<file path="config.mk">
export PLATFORM = sky130hd
export DESIGN_NAME = ifu_fetch_flat
export DESIGN_NICKNAME = d
export VERILOG_FILES = /design/src/rtl/ifu_fetch_if.sv /design/src/rtl/ifu_fetch.sv /design/src/flat_wrapper.sv
export SDC_FILE = /design/constraint.sdc
export NUM_CORES = 1
export LEC_CHECK = 0
export CORE_MARGIN = 2
export CORE_UTILIZATION = 40
export CTS_CLUSTER_SIZE = 20
export DETAILED_ROUTE_END_ITERATION = 10
export PLACE_DENSITY = 0.82
export SLEW_MARGIN = 20
export SYNTH_ARGS = -nofsm -noshare
export SYNTH_HDL_FRONTEND = slang
export SYNTH_SLANG_ARGS = --single-unit
</file>
<file path="constraint.sdc">
create_clock -name clk -period 2.8 [get_ports clk]
set_clock_uncertainty 0.05 [all_clocks]
set_input_delay 0.56 -clock clk [delete_from_list [all_inputs] [get_ports clk]]
set_output_delay 0.56 -clock clk [all_outputs]
set_load 0.01 [all_outputs]
</file>
<file path="src/rtl/ifu_fetch_if.sv">
// Instruction-memory bus between the fetch unit and the instruction array.
// master (ifu): drives im_addr, receives im_data; slave (memory): the reverse.
interface ifu_fetch_if;
   logic [12:0] im_addr;
   logic [31:0] im_data;

   modport master (output im_addr, input im_data);
   modport slave  (input im_addr, output im_data);
endinterface

</file>
<file path="src/rtl/ifu_fetch.sv">
// Fetch stage: PC register, combinational instruction-memory read, F/D register.
// Ports: clk, reset (sync, active-high), stall, br_taken/br_target, exc_req,
//   eret/epc, im (instruction bus master), pc_F, instr_D, pc_D, valid_D, adel_D.
module ifu_fetch #(
   parameter logic [31:0] RESET_PC = 32'h0000_3000,
   parameter logic [31:0] EXC_PC   = 32'h0000_4180,
   parameter logic [31:0] IM_LO    = 32'h0000_3000,
   parameter logic [31:0] IM_HI    = 32'h0000_6FFC
) (
   input  logic        clk,
   input  logic        reset,
   input  logic        stall,
   input  logic        br_taken,
   input  logic [31:0] br_target,
   input  logic        exc_req,
   input  logic        eret,
   input  logic [31:0] epc,
   ifu_fetch_if.master im,
   output logic [31:0] pc_F,
   output logic [31:0] instr_D,
   output logic [31:0] pc_D,
   output logic        valid_D,
   output logic        adel_D
);

   logic        fetch_adel;
   logic [31:0] fetch_word;

   // Illegal fetches are parked on the base word so no read leaves the array.
   always_comb begin
      fetch_adel = (pc_F[1:0] != 2'b00) || (pc_F < IM_LO) || (pc_F > IM_HI);
      im.im_addr = fetch_adel ? 13'hC00 : pc_F[14:2];
      fetch_word = fetch_adel ? 32'h0 : im.im_data;
   end

   always_ff @(posedge clk) begin
      if (reset) begin
         pc_F    <= RESET_PC;
         instr_D <= 32'h0;
         pc_D    <= 32'h0;
         valid_D <= 1'b0;
         adel_D  <= 1'b0;
      end else if (exc_req || eret) begin
         // Redirect with bubble; eret has no delay slot.
         pc_F    <= exc_req ? EXC_PC : epc;
         instr_D <= 32'h0;
         pc_D    <= 32'h0;
         valid_D <= 1'b0;
         adel_D  <= 1'b0;
      end else if (!stall) begin
         // A taken branch keeps the current fetch as its delay slot.
         pc_F    <= br_taken ? br_target : pc_F + 32'd4;
         instr_D <= fetch_word;
         pc_D    <= pc_F;
         valid_D <= 1'b1;
         adel_D  <= fetch_adel;
      end
   end

endmodule

</file>
<file path="src/flat_wrapper.sv">
// flat-port wrapper written by rule: the top's interface ports become plain ports
module ifu_fetch_flat 
#(
   parameter logic [31:0] RESET_PC = 32'h0000_3000,
   parameter logic [31:0] EXC_PC   = 32'h0000_4180,
   parameter logic [31:0] IM_LO    = 32'h0000_3000,
   parameter logic [31:0] IM_HI    = 32'h0000_6FFC
)
  (clk, reset, stall, br_taken, br_target, exc_req, eret, epc, pc_F, instr_D, pc_D, valid_D, adel_D, im_im_addr, im_im_data);
  ifu_fetch_if im_i ();
  input  logic clk;
  input  logic reset;
  input  logic stall;
  input  logic br_taken;
  input  logic [31:0] br_target;
  input  logic exc_req;
  input  logic eret;
  input  logic [31:0] epc;
  output logic [31:0] pc_F;
  output logic [31:0] instr_D;
  output logic [31:0] pc_D;
  output logic valid_D;
  output logic adel_D;
  output wire logic [$bits(im_i.im_addr)-1:0] im_im_addr;
  input wire logic [$bits(im_i.im_data)-1:0] im_im_data;
  assign im_im_addr = im_i.im_addr;
  assign im_i.im_data = im_im_data;
  ifu_fetch #(.RESET_PC(RESET_PC), .EXC_PC(EXC_PC), .IM_LO(IM_LO), .IM_HI(IM_HI)) u_core (.clk(clk), .reset(reset), .stall(stall), .br_taken(br_taken), .br_target(br_target), .exc_req(exc_req), .eret(eret), .epc(epc), .im(im_i), .pc_F(pc_F), .instr_D(instr_D), .pc_D(pc_D), .valid_D(valid_D), .adel_D(adel_D));
endmodule
</file>
After elaboration in Yosys (flattened, before gate mapping). Cells that the tools add are included.

Logic and storage cells: 20. Register bits after elaboration: 98. Bits of input ports: 102. Output and inout bits: 111.

Magnitude comparators: 2. Mux-type cells: 6. Eq/ne operators: 1. $add $sub $neg: 1. Reductions and logical operators: 5.

Operators by type and width (count): two-way mux 32 bit (5); adder 32 x 3 -> 32 bit (second input constant) (1); greater-than comparator 32 x 15 -> 1 bit (second input constant) (1); < comparator 32 x 14 -> 1 bit (second input constant) (1); two-way mux 13 bit (1); logical OR 1 bit (3); inequality test 2 x 1 -> 1 bit (second input constant) (1); nonzero test 2 bit (1); OR reduction 2 bit (1).

Depth between registers and ports, before layout.
Depth after elaboration: 4. Gate-level depth with buffers: 8.

Least setup slack after synthesis. No wires, ideal clock.

Path kind: register to output. Start point: register u_core.pc_F[24]. End point: output port im_im_addr[10]. Path slack: 390 ps. Required time: 2190 ps. Arrival: 1800 ps. Stages on the path, launching flop included: 8. Cells stage by stage: dfxtp_1 > clkbuf_1 > or4_1 > nor2_1 > and2_1 > buf_2 > nand2_1 > or2_1.

Cells in the longest elaborated chain, start to end: 4. Elaborated cells on any way between the ends: 5.

Ends and longest elaborated chain: from (decl) (line ifu_fetch.sv:19) `output logic [31:0] pc_F,`; from (signal assigned) (line ifu_fetch.sv:45) `pc_F <= exc_req ? EXC_PC : epc;`; from (signal assigned) (line ifu_fetch.sv:52) `pc_F <= br_taken ? br_target : pc_F + 32'd4;`; < comparator 32 x 14 -> 1 bit (line ifu_fetch.sv:31) `fetch_adel = (pc_F[1:0] != 2'b00) || (pc_F < IM_LO) || (pc_F > IM_HI);`; logical OR 1 bit (line ifu_fetch.sv:31); logical OR 1 bit (*) (line ifu_fetch.sv:31); two-way mux 13 bit (*) (line ifu_fetch.sv:32) `im.im_addr = fetch_adel ? 13'hC00 : pc_F[14:2];`; to (decl) (line flat_wrapper.sv:24) `output wire logic [$bits(im_i.im_addr)-1:0] im_im_addr;`.

Every way passes the cells marked *; elsewhere a longest branch is shown, timed or not.

Final worst setup path.
Start point: register u_core.pc_F[23]. End point: output port im_im_addr[10].

The elaborated chain is that of the path after synthesis.

==> summary.md <==
| Metric | Value |
|---|---|
| Critical path startpoint category | `flop` |
| GRT Total Usage | `0.293` |
| Post-Place Worst Slack | `between 0.05 and 0.06 ns` |
| Grt met3 use | `0.0503` |
| DP Wirelength | `14400 µm` |
| Vias in the first global route | `5549` |
| CTS tree | `built` |
| Starting density of the core | `0.410` |
| Sink Count | `~100` |
| Fillers | `1003` |
| Post-synth EDFFs | `0` |
| Final nets | `between 900 and 1000` |
| CP Capture Type | `primary output` |
| Net count after synthesis | `725` |
| Met2 Usage GRT | `0.469` |
| Row cnt | `40` |
| RSZ-0062 raised after global routing | `no` |
| Port-buffer cells | `212` |
| Worst-case clock buffer depth | `2` |
| Initial antenna violation count | `0` |
| Worst path required time | `2.19 ns` |
| CTS buffer count | `9` |
| Yosys reg bits | `between 90 and 100` |
| Post-CTS Setup Inserts | `0` |
| Slew @ Worst Pin | `0.716 ns` |
| Post-route setup TNS | `0 ns` |
| Crit Path Max Fanout | `4` |
| Netlist cell types | `53` |
| Skew-Pair Late Insertion Delay | `0.36 ns` |
| Status | `finished clean` |
| Max_cap viols | `0` |
| Remaining global-route overflow | `0` |
| Ys flop type | `dfxtp_1` |
| Crit path time final | `2.73 ns` |
| Avg Inst Size Synth | `~7.9 µm²` |
| DR vias | `5875` |
| Lkg Pwr | `2.79 nW` |
| Mapped Area | `0.00490 mm²` |
| Area grow syn2layout | `56.9%` |
| Post-Synthesis Cells | `between 600 and 700` |
| GR peak layer | `met2` |
| Core Util, Final | `0.643` |
| Setup-failing EPs final | `0` |
| Hold_buf cts | `0` |
| Pwr Total | `between 3 and 4 mW` |
| Seq/Total Area, Yosys | `0.400` |
| Final Hold Vio Count | `0` |
| Drt pass-1 iters | `8` |
| Boundary pin count | `213` |
| GR Layer Usage met1 | `0.384` |
| Die W | `115 µm` |
| Largest net degree at the start of global routing | `54` |
| YS warnings | `0` |
| Final wirelength | `a little under 20000 µm` |
| Core Footprint | `approximately 0.012 mm²` |
| Cells after DPL | `972` |
| Via/cell ratio | `5.95` |
| Die height | `about 110 µm` |
| Synth async-reset ratio | `0` |
| CTS clk-pin slew, worst paths | `0.07 ns` |
| Slew Limit Fails | `0` |
| Power Density | `approximately 470 mW/mm²` |
| Final Wtd Congestion | `about 0.95` |
| DIE AREA | `0.0132 mm²` |
| Worst vdd ir | `293 µV` |
| Ant diodes | `0` |
| Share of layout cells above drive strength 1 | `0.105` |
| Post-route non-filler standard cell count | `987` |
| First-pass GRT wire length | `30100 µm` |
| DR DRC count | `0` |
| WL/cell | `just under 20 µm` |
| Rel. slew slack | `0.518` |
| Detailed Route Iter0 Violations | `570` |
| Kind of critical path | `flop to primary output` |
| Highest clock rate | `0.366 GHz` |
| H-Tree Depth | `3` |
| DRT antenna net count | `0` |
| Ratio of final minimum period to clock period | `0.976` |
| Final WS setup | `approximately 0.068 ns` |
| Class of the worst hold path | `flop to flop` |
| Root buffer cell | `clkbuf_16` |
| Critical path arrival | `2.12 ns` |
==> cells by family (layout without fill, tap and decap cells) <==
logic type	Yosys count	after routing	share of synthesized area
xor+xnor	8	8	0.0143
flops	98	98	0.400
simple gates	262	262	0.265
buf+inv	76	294	0.0610
fa+ha+maj	1	1	0.00255
mux	38	38	0.0779
compound gates	139	139	0.179
==> routing by layer <==
layer | share of wire | wire length (µm)
met1 | 0.40 | 7900
met5 | 0 | 0
met3 | 0.089 | 1750
met2 | 0.47 | 9250
met4 | 0.038 | 744
==> final timing paths <==
check                  start         endpoint  slack, ns  cells after the start
max          u_core.pc_F[23]   im_im_addr[10]       0.07                      6
min           u_core.valid_D   u_core.valid_D       0.40                      1
max reg2reg   u_core.pc_F[3]  u_core.pc_F[24]       0.33                      6
min reg2reg   u_core.valid_D   u_core.valid_D       0.40                      1
==> what timing repair did <==
action / in CTS / in global routing
endpoints found under the hold margin: 0 / 0
resized for setup: 14 / 13
endpoints found under the setup margin: 12 / 8
==> cell usage in the layout (no fill, tap or decap), drive strengths merged, types with 4 or more instances in the layout <==
cell	synthesis	routed
a221oi	7	7
a21oi	60	60
buf	21	53
mux2i	37	37
nand3	18	18
and3	9	9
a211oi	10	10
clkdlybuf4s50	0	199
nor2	74	74
nand2	60	60
o221ai	8	8
a211o	4	4
o22ai	6	6
xnor2	7	7
inv	14	14
nand4	42	42
or4	6	6
nor3	23	23
dlygate4sd2	0	6
o31a	4	4
or2	6	6
or3	4	4
clkbuf	40	17
o21a	6	6
nor4	10	10
dfxtp	98	98
o21ai	18	18
==> area by class of cell <==
class / count / area [µm²] / share of cell area
Timing Repair Buffer: 264 / 2480 / 0.323
Sequential cell: 98 / 1960 / 0.255
Inverter: 15 / 56.3 / 0.00733
Multi-Input combinational cell: 448 / 2650 / 0.344
Clock buffer: 11 / 253 / 0.0329
Tap cell: 147 / 184 / 0.0239
Clock inverter: 4 / 98.8 / 0.0129
==> per-stage QoR <==
| stage | instance area, µm² | hold WS [ns] |
|---|---|---|
| after CTS | 7700 | 0.407 |
| after global placement | 7360 | 0.389 |
| after global routing | 7690 | 0.432 |
| after detailed placement | 7360 | 0.391 |
| final | 7690 | 0.404 |
| after floorplan | 4900 | 0.436 |
==> state kept, by name (all words and copies together), names as in the netlist <==
name            cells
u_core.valid_D      1
u_core.pc_F        32
u_core.pc_D        32
u_core.instr_D     32
u_core.adel_D       1
==> critical path, cell delays in order, from the launching register on <==
cell	delay, ns
dfxtp_1	0.31
or4_1	0.56
nor2_2	0.14
and2_4	0.16
nand2_2	0.08
or2_1	0.22
dlygate4sd2_1	0.28
==> cell usage after synthesis, types with 8 or more instances <==
cell,number,share of area
dfxtp_1,98,0.40
nor2_1,74,0.057
a21oi_1,60,0.061
nand2_1,60,0.046
clkbuf_1,40,0.031
nand4_1,40,0.051
mux2i_1,37,0.076
nor3_1,22,0.022
nand3_1,18,0.018
o21ai_0,16,0.016
inv_1,14,0.011
buf_2,11,0.011
a211oi_1,10,0.015
buf_1,10,0.0077
nor4_1,10,0.013
and3_1,9,0.011
o221ai_1,8,0.014
==> report_power, final <==
part / internal, mW / total, mW / switching (mW)
sequential: 1.43 / 1.45 / 0.0262
clock: 0.919 / 1.47 / 0.555
combinational: 0.329 / 0.667 / 0.338
total: 2.67 / 3.59 / 0.919
No activity file was read; power rests on OpenSTA's default activity.
